[src/rtl/alu_issue_ctrl.sv]
// alu_issue_ctrl
// Vector sequencer feeding one SIMD ALU lane. Accepts one command at a time.
// It streams A/B operands out of 1-cycle-latency BRAMs, one element per clock,
// onto the ALU inputs. The registered ALU result is then either written to the
// result BRAM element by element or summed into a single DOTP word.
//
// Element pipeline (read issued in cycle t):
//   t    mem_*_addr = base + i
//   t+1  BRAM data presented straight to alu_a/alu_b with the command opcode
//   t+2  alu_out valid: written out (ADD/SUB/MUL) or accumulated (DOTP)

module alu_issue_ctrl #(
  parameter int OPCODE_WIDTH = 4,
  parameter int ADDR_W       = 10,
  parameter int LEN_W        = 11
) (
  input  logic                    clk,
  input  logic                    rstn,

  input  logic                    cmd_valid,
  output logic                    cmd_ready,
  input  logic [OPCODE_WIDTH-1:0] cmd_opcode,
  input  logic [LEN_W-1:0]        cmd_len,
  input  logic [ADDR_W-1:0]       cmd_a_base,
  input  logic [ADDR_W-1:0]       cmd_b_base,
  input  logic [ADDR_W-1:0]       cmd_d_base,

  output logic [ADDR_W-1:0]       mem_a_addr,
  input  logic [31:0]             mem_a_data,
  output logic [ADDR_W-1:0]       mem_b_addr,
  input  logic [31:0]             mem_b_data,

  output logic [31:0]             alu_a,
  output logic [31:0]             alu_b,
  output logic [OPCODE_WIDTH-1:0] alu_opcode,
  input  logic [31:0]             alu_out,

  output logic                    res_we,
  output logic [ADDR_W-1:0]       res_addr,
  output logic [31:0]             res_data,

  output logic                    busy,
  output logic                    done,
  output logic                    halted,
  output logic                    err
);

  localparam logic [OPCODE_WIDTH-1:0] OP_NOOP = OPCODE_WIDTH'(0);
  localparam logic [OPCODE_WIDTH-1:0] OP_ADD  = OPCODE_WIDTH'(1);
  localparam logic [OPCODE_WIDTH-1:0] OP_DOTP = OPCODE_WIDTH'(4);
  localparam logic [OPCODE_WIDTH-1:0] OP_STOP = OPCODE_WIDTH'(8);

  typedef enum logic [1:0] {
    S_IDLE,
    S_RUN,
    S_DRAIN,
    S_DONE
  } state_t;

  state_t                  state;
  logic [OPCODE_WIDTH-1:0] op_q;
  logic [LEN_W-1:0]        len_q;
  logic [LEN_W-1:0]        rd_cnt;     // reads issued so far, including the current one
  logic [ADDR_W-1:0]       d_base_q;
  logic [ADDR_W-1:0]       wr_addr;    // destination of the next element result
  logic [31:0]             acc;
  logic                    acc_wr;     // DOTP final write happens this cycle
  logic                    v1;         // element sitting on the ALU inputs
  logic                    v2;         // ALU result valid this cycle

  logic accept;
  logic cmd_is_vec;
  logic cmd_is_bad;
  logic op_is_dotp;

  // Command decode and handshake; reset forces cmd_ready low even in IDLE.
  assign cmd_ready  = rstn & (state == S_IDLE) & ~halted;
  assign accept     = cmd_valid & cmd_ready;
  assign cmd_is_vec = (cmd_opcode >= OP_ADD) && (cmd_opcode <= OP_DOTP);
  assign cmd_is_bad = (cmd_opcode > OP_DOTP) && (cmd_opcode != OP_STOP);
  assign op_is_dotp = (op_q == OP_DOTP);

  // BRAM data goes to the ALU in the cycle it arrives; without a valid
  // element the ALU sees NOOP and zero operands, so its output idles at 0.
  assign alu_a      = v1 ? mem_a_data : '0;
  assign alu_b      = v1 ? mem_b_data : '0;
  assign alu_opcode = v1 ? op_q : OP_NOOP;

  // Result port: per-element writes for ADD/SUB/MUL, one final word for DOTP.
  assign res_we   = rstn & ((v2 & ~op_is_dotp) | acc_wr);
  assign res_addr = acc_wr ? d_base_q : wr_addr;
  assign res_data = acc_wr ? acc : alu_out;

  // Sequencer FSM, read-address generation and result accumulation.
  // NOTE: all state here is assigned with <= so every register samples the
  // pre-edge values; the reset is synchronous, checked inside the clocked block.
  always_ff @(posedge clk) begin
    if (!rstn) begin
      state      <= S_IDLE;
      op_q       <= OP_NOOP;
      len_q      <= '0;
      rd_cnt     <= '0;
      d_base_q   <= '0;
      wr_addr    <= '0;
      acc        <= '0;
      acc_wr     <= 1'b0;
      v1         <= 1'b0;
      v2         <= 1'b0;
      mem_a_addr <= '0;
      mem_b_addr <= '0;
      busy       <= 1'b0;
      done       <= 1'b0;
      halted     <= 1'b0;
      err        <= 1'b0;
    end else begin
      v1     <= (state == S_RUN);
      v2     <= v1;
      done   <= 1'b0;
      err    <= 1'b0;
      acc_wr <= 1'b0;

      if (v2) begin
        acc     <= acc + alu_out;
        wr_addr <= wr_addr + ADDR_W'(1);
      end

      unique case (state)
        S_IDLE: begin
          if (accept) begin
            op_q     <= cmd_opcode;
            len_q    <= cmd_len;
            d_base_q <= cmd_d_base;
            wr_addr  <= cmd_d_base;
            acc      <= '0;
            busy     <= 1'b1;
            if (cmd_is_vec && (cmd_len != '0)) begin
              state      <= S_RUN;
              mem_a_addr <= cmd_a_base;
              mem_b_addr <= cmd_b_base;
              rd_cnt     <= LEN_W'(1);
            end else begin
              // Zero-length, NOOP, STOP and unsupported opcodes finish at once.
              state <= S_DONE;
              done  <= 1'b1;
              err   <= cmd_is_bad;
              if (cmd_opcode == OP_STOP) halted <= 1'b1;
            end
          end
        end

        S_RUN: begin
          if (rd_cnt == len_q) begin
            state <= S_DRAIN;
          end else begin
            mem_a_addr <= mem_a_addr + ADDR_W'(1);
            mem_b_addr <= mem_b_addr + ADDR_W'(1);
            rd_cnt     <= rd_cnt + LEN_W'(1);
          end
        end

        S_DRAIN: begin
          // Last result is being captured when nothing follows it in the pipe.
          if (v2 && !v1) begin
            state  <= S_DONE;
            done   <= 1'b1;
            acc_wr <= op_is_dotp;
          end
        end

        S_DONE: begin
          state <= S_IDLE;
          busy  <= 1'b0;
        end

        default: state <= S_IDLE;
      endcase
    end
  end

endmodule

[config.mk]
export PLATFORM = sky130hd
export DESIGN_NAME = alu_issue_ctrl
export DESIGN_NICKNAME = d
export VERILOG_FILES = /design/src/rtl/alu_issue_ctrl.sv
export SDC_FILE = /design/constraint.sdc
export NUM_CORES = 1
export LEC_CHECK = 0
export BUFFER_PORTS_ARGS = -buffer_cell sky130_fd_sc_hd__buf_2
export CAP_MARGIN = 25
export CORE_MARGIN = 8
export CORE_UTILIZATION = 45
export CTS_CLUSTER_DIAMETER = 60
export DETAILED_ROUTE_END_ITERATION = 10
export MAX_ROUTING_LAYER = met4
export PLACE_DENSITY_LB_ADDON = 0.2
export SKIP_LAST_GASP = 1
export SYNTH_ARGS = -nofsm -noshare
export SYNTH_HDL_FRONTEND = slang
export SYNTH_SLANG_ARGS = --single-unit
[constraint.sdc]
create_clock -name clk -period 3.45 [get_ports clk]
set_input_delay 0.1725 -clock clk [delete_from_list [all_inputs] [get_ports clk]]
set_output_delay 0.1725 -clock clk [all_outputs]
set_load 0.05 [all_outputs]
==> results of run 1 <==
-- routing by layer --
layer  global-route usage [%]  share of wire, %
met5                        -                 0
met2                     36.9                46
met3                     4.52               6.6
met1                     29.9                46
met4                     4.27              0.76
-- kinds of logic after synthesis --
group                    after synthesis
AO/OA/AOI/OAI                        210
adder cells (fa/ha/maj)               40
buffers and inverters                 76
AND/OR/NAND/NOR                      400
multiplexers                          64
XOR/XNOR                              49
flip-flops                           107
-- cell usage in the layout (no fill, tap or decap), drive strengths merged, types with 5 or more instances in the layout --
master,netlist,final
o21bai,5,5
nor2,74,74
o31ai,8,8
nor2b,12,12
nand4,19,19
xor2,18,18
a31oi,14,14
and3,13,13
mux2i,19,19
dfxtp,107,107
a211oi,8,8
and2,74,74
mux2,45,45
clkbuf,41,9
inv,24,27
nand2,120,120
nor3,17,17
a21oi,76,76
o22a,8,8
or3,6,6
ha,39,39
a21o,13,13
buf,10,292
xnor2,31,31
o21ai,43,43
nand3,44,44
-- registers in the layout (all words and copies together), names as in the netlist --
signal	flops
acc_wr	1
err	1
mem_b_addr	10
state	2
v2	1
v1	1
d_base_q	10
acc	32
halted	1
len_q	11
wr_addr	10
mem_a_addr	10
busy	1
rd_cnt	11
done	1
op_q	4
-- tightest hold or removal path, stage by stage --
cell     delay (ps)
buf_2            90
nand2_1          40
nand2_1          40
-- power breakdown --
group	leakage [nW]	internal (W)	switching, W
clock	0.134	0.000497	0.000503
sequential	0.871	0.00142	0.000188
combinational	3.33	0.000664	0.00149
total	4.34	0.00258	0.00218
-- through the flow --
| step | hold WS (ps) | setup slack (ps) | cells | utilization, % | area [um^2] |
|---|---|---|---|---|---|
| after floorplan | 271 | 804 | 946 | - | 7420 |
| after global placement | 380 | 699 | 1405 | 54.6 | 8930 |
| after detailed placement | 375 | 654 | 1405 | 54.6 | 8930 |
| after CTS | 4.29 | 632 | 1421 | 56.4 | 9220 |
| after global routing | 30.0 | 491 | 1423 | 56.5 | 9240 |
| final | 20.7 | 636 | 1423 | 56.5 | 9240 |
-- how the worst min path moves through the flow --
| stage | depth (start not counted) | from | slack [ps] | to |
|---|---|---|---|---|
| CTS | 3 | cmd_len[0] | 4 | len_q[0] |
| global route | 3 | cmd_len[2] | 30 | len_q[2] |
| finish | 3 | cmd_len[4] | 20 | len_q[4] |
| detailed placement | 3 | cmd_len[3] | 380 | len_q[3] |
| floorplan | 2 | cmd_len[0] | 270 | len_q[0] |
| global placement | 3 | cmd_len[2] | 380 | len_q[2] |
-- what timing repair did --
action,in CTS,in global routing
hold buffers,1,0
endpoints found under the hold margin,1,0
setup endpoints to repair,0,0
-- final cells by class --
class	count	share of cell area, %
Sequential cell	107	23.2
Tap cell	220	2.98
Antenna cell	1	0.0271
Timing Repair Buffer	293	16.4
Clock buffer	9	2.44
Clock inverter	6	0.542
Multi-Input combinational cell	763	53.4
Inverter	24	0.975
==> results.cfg, run 1 <==
[worst_setup_path]
cp_top_family = compound AO/OA/AOI/OAI gates
rr_endpoint = acc[28]
critPathCapture = acc[28]
arrival_ps = 3070
crit_required_ps = 3700
slowest_stage = or4_1
cp_num_cells = 9
startpoint_type = flop
endpoint_kind = flop
r2r-start = acc[0]
reg2reg_slack_ps = 640
cp_max_fo = 3
crit_start = acc[0]
critical-path-max-stage-delay_ps = 490
worstRegToRegCells = 9
crit_type = flop to flop
path_cells = ha_1, fa_1, a21o_1, a221o_1, nand4_1, a21oi_1, o21a_1, or4_1, a32o_1
cp_num_buf_inv = 0

[floorplan]
die_h_um = 144
die_area_mm2 = 0.0208
initial_core_util_pct = 45.4
core_area_mm2 = 0.0163
io_pins = 280
rows = 47
fp.dieW_um = 144

[sta]
hold_violations = 0
final.setup.tns_ps = 0
fin_crit_sh_pct = 81.6
min_period_ps = 2810
setup_violations = 0
worst_pin_slew_ps = 826
fin_skew_ps = 12.3
fmax_mhz = 355
relSlewSlack_pct = 44.8
slew_viol_final = 0
rsz0062_at_grt = false

[global_routing]
antenna_found_initial = 1
grt_pass1_wl_um = 37400
grt_overflow = 0
first_global_vias = 7226
grt_use_total_pct = 23.1
grt_start_max_net_pins = 57

[logic_synthesis]
ys_types = 69
synth_edf_count = 0
ys_warn_count = 0
synth_commonest_cells = nand2_1, dfxtp_1, nor2_1
synth.avg_cell_area_um2 = 7.84
synth-seq-cells = 107
synth_top_area_cell = dfxtp_1
synthAdderAreaFrac_pct = 6.85
synth_seq_area_share_pct = 28.9
syn_nets = 1130
synthSimpleGateAreaFrac_pct = 26.7
synth.most_common_cell = nand2_1
async_reset_ff_share_pct = 0
syn_area_mm2 = 0.00742
synth_top_family_by_area = simple AND/OR/NAND/NOR gates
synth_mux_area_share_pct = 9.40
synthTopCellsByArea = dfxtp_1, mux2_2, ha_1
synthXorXnorAreaFrac_pct = 5.79
synth_cells = 946
yosys_most_used_dff = dfxtp_1
synth_top_area_share_pct = 28.9
synth-compound-area-share_pct = 17.9

[final_layout]
fillers = 1602
multi_input_area_mm2 = 0.00494
fin_nets = 1382
layout-drive-gt1-share_pct = 30.4
register_area_mm2 = 0.00214
syn2layout_area_growth_pct = 24.6

[detailed_routing]
ant_nets = 0
drt_iter0_markers = 458
wl_um = 23800
vias = 7579
viasPerCell = 5.33
wire_per_inst_um = 16.7
drc = 0
drtPass1Iterations = 5

[pwr]
ir_drop_mv = 0.248
finalPower_w = 0.00476
power_leakage_nw = 4.34
power_per_cell_area_mw_per_mm2 = 515

[clocking]
cts_root_buf = clkbuf_16
htreeDepth = 3
tritoncts = done
cts-resized-gates = 0
cts_setup_buffers = 0
cts_max_path_buffers = 2
cts_buffers = 9
clk_pin_slew_ps = 80
cts.sinks = 107
clk_latency_ps = 360

[placement]
io_buffers = 279
place_congestion = 1.03
dp_hpwl_um = 18700

[min_path]
hold_path.class = primary input to flop

[job]
max_cap_viol_count = 0

[outcome]
status = finished, final reports clean
Power figures use the tool's default switching activity.
==> run 2: changes to the inputs <==
--- a/config.mk
+++ b/config.mk
@@ -5,6 +5,7 @@
 export SDC_FILE = /design/constraint.sdc
 export NUM_CORES = 1
 export LEC_CHECK = 0
+export ABC_AREA = 1
 export BUFFER_PORTS_ARGS = -buffer_cell sky130_fd_sc_hd__buf_2
 export CAP_MARGIN = 25
 export CORE_MARGIN = 8
==> constraint.sdc (replaced) <==
create_clock -name clk -period 2.45 [get_ports clk]
set_input_delay 0.1225 -clock clk [delete_from_list [all_inputs] [get_ports clk]]
set_output_delay 0.1225 -clock clk [all_outputs]
set_load 0.05 [all_outputs]
==> results.cfg, run 2 <==
[sta]
finalWorstSetupSlack_ps = 246
worst_pin_slew_ps = 804
fmax_mhz = 454
min_period_ps = 2200
setup_violations = 0
whs_ps = 14.5
final.setup.tns_ps = 0
fin_skew_ps = 11.6
slew_viol_final = 0
relSlewSlack_pct = 46.4
hold_violations = 0
fin_crit_sh_pct = 89.9
rsz0062_at_grt = false

[global_routing]
antenna_found_initial = 3
grt_use_total_pct = 23.6
grt_overflow = 0
grt_pass1_wl_um = 45200
grt_start_max_net_pins = 42
first_global_vias = 9295

[clocking]
tritoncts = done
clk_latency_ps = 370
cts.sinks = 107
htreeDepth = 3
clk_pin_slew_ps = 80
cts_root_buf = clkbuf_16
cts_max_path_buffers = 2
cts_buffers = 9

[detailed_routing]
ant_nets = 0
drtPass1Iterations = 7
drt_iter0_markers = 573
wl_um = 27500
vias = 9671
wire_per_inst_um = 13.6
drc = 0
viasPerCell = 4.78

[pwr]
clkPwrFrac_pct = 19.9
p_int_w = 0.00380
sw_frac_of_total_pct = 49.8
power_per_cell_area_mw_per_mm2 = 718
sequentialPowerShare_pct = 31.5
ir_drop_mv = 0.659
power_switching_w = 0.00377
comb_power_share_pct = 48.5
power_leakage_nw = 6.52

[logic_synthesis]
synth.avg_cell_area_um2 = 5.59
synth_commonest_cells = nand2_1, inv_1, dfxtp_1
syn_nets = 1696
synth.most_common_cell = nand2_1
synthTopCellsByArea = dfxtp_1, nand2_1, inv_1
ys_warn_count = 0
yosys_most_used_dff = dfxtp_1
synth_seq_area_share_pct = 25.3
synth_top_area_share_pct = 25.3
syn_area_mm2 = 0.00846
synth_cells = 1512
synth_edf_count = 0
ys_types = 35
synth_top_area_cell = dfxtp_1
synth-seq-cells = 107
async_reset_ff_share_pct = 0

[job]
max_cap_viol_count = 0

[worst_setup_path]
reg2reg_slack_ps = 250
arrival_ps = 2450
endpoint_kind = flop
worstRegToRegCells = 13
cp_max_fo = 26
startpoint_type = flop
crit_required_ps = 2700
rr_endpoint = acc[9]
crit_type = flop to flop
r2r-start = state[0]

[final_layout]
layout-drive-gt1-share_pct = 18.5
final_common_cell = nand2_1
fin_nets = 1966
largest-register = acc
design_area_mm2 = 0.0105
syn2layout_area_growth_pct = 24.6
largest_reg_flops = 32
fin_util_pct = 56.7
top_regs = acc x32, len_q x11, rd_cnt x11
final_cell_mix = nand2_1, inv_1, buf_2

[min_path]
min_from = cmd_d_base[8]
hold_path.class = primary input to flop
holdPathStages = 3
worst_hold_path.endpoint = wr_addr[8]

[placement]
place_congestion = 0.974
dp_hpwl_um = 21700
io_buffers = 279
placed_area_mm2 = 0.0101
place_ws_ps = 197

[floorplan]
rows = 50
fp.dieW_um = 153
die_area_mm2 = 0.0234
die_h_um = 153
core_area_mm2 = 0.0186
initial_core_util_pct = 45.5
io_pins = 280

[outcome]
status = finished, final reports clean
==> run 2: cell count changes after synthesis, moves of 13 or more <==
cell | before | now
nand2_1 | 120 | 560
xnor2_1 | 31 | 10
nor2_1 | 74 | 101
and3_1 | 13 | 0
nand3_1 | 44 | 90
mux2_2 | 45 | 0
inv_1 | 23 | 307
mux2i_1 | 19 | 0
o21ai_0 | 41 | 79
and2_1 | 73 | 2
==> run 2: power groups by stage <==
stage | Clock [W] | Sequential, W | Combinational, W
after CTS | 0.00154 | 0.00238 | 0.00367
after detailed placement | 0 | 0.00241 | 0.00364
final | 0.00151 | 0.00238 | 0.00367
after floorplan | 0 | 0.00275 | 0.00229
after global routing | 0.00161 | 0.00243 | 0.00402
after global placement | 0 | 0.00241 | 0.00360
==> run 2: area by class of cell <==
cell class | instances | area [um^2]
fill | 1910 | 8040
multi-input combinational | 1043 | 4930
sequential | 107 | 2140
timing repair buffer | 311 | 1700
inverter | 310 | 1160
tap | 234 | 293
clock buffer | 9 | 225
clock inverter | 7 | 77.6
antenna | 3 | 7.51
==> run 2: metrics by stage <==
stage / total power [W] / std cells
3_5_place_dp: 0.00606 / 1995
6_report: 0.00756 / 2024
4_1_cts: 0.00759 / 2020
2_1_floorplan: 0.00505 / 1512
3_3_place_gp: 0.00601 / 1995
5_1_grt: 0.00806 / 2024
==> run 2: logic make-up (layout without fill, tap and decap cells) <==
kind of cell               count (synthesis)  in the layout  share of synthesized area (%)
AOI/OAI and AO/OA                        177            177                           11.2
other                                      0              3                              0
and+or+nand+nor                          798            798                           38.1
DFF                                      107            107                           25.3
adders and majority gates                 40             40                           6.01
xor gates and xnor gates                  28             28                           2.90
buffers and inverters                    362            637                           16.4
==> run 2: repair_timing <==
| action | 4_1_cts | 5_1_grt |
|---|---|---|
| resized for setup | 0 | 1 |
| hold buffers | 9 | 1 |
| endpoints found under the hold margin | 9 | 1 |
| buffers inserted | 0 | 0 |
| endpoints found under the setup margin | 0 | 12 |
==> run 2: worst max-delay path by stage <==
stage | start | to | depth (start not counted)
final | state[0] | acc[9] | 13
after floorplan | state[0] | mem_b_addr[2] | 12
after CTS | state[0] | state[1] | 13
after global placement | state[0] | state[1] | 13
after detailed placement | state[0] | state[1] | 13
after global routing | state[0] | state[1] | 13
==> run 2: worst max-delay path, stage by stage, from the launching register on <==
cell,delay (ps)
dfxtp_1,340
inv_1,100
ha_2,260
inv_1,100
nor3_4,180
nand2_2,80
buf_4,220
inv_1,110
nor2_2,50
inv_2,200
buf_12,230
a21oi_1,50
o21ai_0,100
inv_1,70
==> run 2: metal layers <==
metal / global-route usage [%] / up-vias / wire, um
li1: - / 5153 / -
met2: 40.9 / 240 / 13300
met3: 5.02 / 27 / 1560
met4: 5.42 / 0 / 465
met5: - / - / 0
met1: 27.6 / 4251 / 12100
==> run 3: changes to the inputs <==
==> constraint.sdc (replaced) <==
create_clock -name clk -period 2.7 [get_ports clk]
set_input_delay 0.135 -clock clk [delete_from_list [all_inputs] [get_ports clk]]
set_output_delay 0.135 -clock clk [all_outputs]
set_load 0.05 [all_outputs]
==> results.cfg, run 3 (synthesis results as in run 2) <==
[detailed_routing]
drt_iter0_markers = 582
ant_nets = 0
wl_um = 27400
viasPerCell = 4.76
vias = 9583
drtPass1Iterations = 5
drc = 0
wire_per_inst_um = 13.6

[final_layout]
layout-drive-gt1-share_pct = 18.3
largest-register = acc
fin_nets = 1957
stdcell_count = 2015
syn2layout_area_growth_pct = 23.2
final_common_cell = nand2_1
top_regs = acc x32, len_q x11, rd_cnt x11
final_cell_mix = nand2_1, inv_1, buf_2
largest_reg_flops = 32
fin_util_pct = 56.1
design_area_mm2 = 0.0104

[clocking]
clk_latency_ps = 360
cts_buffers = 9
htreeDepth = 3
cts_setup_buffers = 0
cts.sinks = 107
clk_pin_slew_ps = 80
cts_root_buf = clkbuf_16
tritoncts = done
cts_max_path_buffers = 2

[outcome]
status = finished, final reports clean

[worst_setup_path]
crit_required_ps = 2960
crit_type = flop to flop
startpoint_type = flop
cp_max_fo = 19
arrival_ps = 2660
endpoint_kind = flop

[pwr]
comb_power_share_pct = 47.6
sw_frac_of_total_pct = 49.1
p_int_w = 0.00347
power_switching_w = 0.00335
finalPower_w = 0.00683
sequentialPowerShare_pct = 32.0
power_leakage_nw = 6.48
power_per_cell_area_mw_per_mm2 = 655
clkPwrFrac_pct = 20.4
ir_drop_mv = 0.666

[sta]
fin_crit_sh_pct = 88.9
worst_pin_slew_ps = 791
final.setup.tns_ps = 0
relSlewSlack_pct = 47.2
setup_violations = 0
slew_viol_final = 0
hold_violations = 0
fmax_mhz = 417
rsz0062_at_grt = false
min_period_ps = 2400
fin_skew_ps = 8.20

[min_path]
hold_path.class = primary input to flop

[floorplan]
rows = 50
fp.dieW_um = 153
die_h_um = 153
io_pins = 280
initial_core_util_pct = 45.5
die_area_mm2 = 0.0234
core_area_mm2 = 0.0186

[placement]
io_buffers = 279
dp_hpwl_um = 21700
place_congestion = 0.945
post-place-cells = 1993
placed_area_mm2 = 0.0101

[job]
max_cap_viol_count = 0

[global_routing]
grt_overflow = 0
grt_use_total_pct = 23.6
grt_pass1_wl_um = 45000
first_global_vias = 9244
antenna_found_initial = 2
grt_start_max_net_pins = 44
-- run 3: changes by cell type in the layout (fill, tap and decap cells not counted), moves of 2 or more --
cell / delta
clkinv_8: -2
clkinv_2: +2
buf_12: -2
dlygate4sd3_1: -7
-- run 3: per-stage QoR --
| step | hold WS (ps) | setup slack [ps] |
|---|---|---|
| 4_1_cts | 2.54 | 320 |
| 5_1_grt | 20.0 | 24.2 |
| 3_5_place_dp | 358 | 329 |
| 3_3_place_gp | 352 | 448 |
| 6_report | 7.92 | 301 |
| 2_1_floorplan | 248 | 418 |
-- run 3: critical path: stages (launching register included) --
cell,delay [ps]
dfxtp_1,340
inv_1,110
ha_1,280
inv_1,120
nor3_4,190
nand2_2,80
nand2_1,110
o21a_2,300
nand3_2,280
buf_4,300
nor2_1,120
nor2_1,50
-- run 3: routing by layer --
layer / up-vias / track usage [%] / wire length, um
met5: - / - / 0
met4: 0 / 5.75 / 478
met3: 33 / 4.99 / 1530
met2: 223 / 41.1 / 13400
met1: 4199 / 27.3 / 12000
li1: 5128 / - / -
-- run 3: final timing paths --
path | start | endpoint | slack [ps] | depth (start not counted)
max | state[1] | mem_a_addr[7] | 300 | 11
min | cmd_d_base[0] | wr_addr[0] | 8 | 3
max reg2reg | state[1] | mem_a_addr[7] | 300 | 11
min reg2reg | d_base_q[2] | d_base_q[2] | 460 | 2
-- run 3: repair_timing --
action	in CTS	in global routing
gates resized for setup	0	0
hold buffers	3	0
hold endpoints to repair	3	0
-- run 3: final cells by class --
cell class | count | area [um^2]
fillers | 1950 | 8160
clock inverters | 6 | 71.3
diodes | 3 | 7.51
inverters | 310 | 1160
clock buffers | 10 | 229
repair buffers | 302 | 1590
well taps | 234 | 293
flip-flops and latches | 107 | 2140
multi-input cells | 1043 | 4930
-- run 3: power by group through the flow --
stage	Clock, W	Combinational [W]	Sequential (W)
finish	0.00139	0.00325	0.00218
CTS	0.00142	0.00325	0.00218
detailed placement	0	0.00324	0.00220
floorplan	0	0.00208	0.00250
global route	0.00148	0.00357	0.00223
global placement	0	0.00321	0.00220
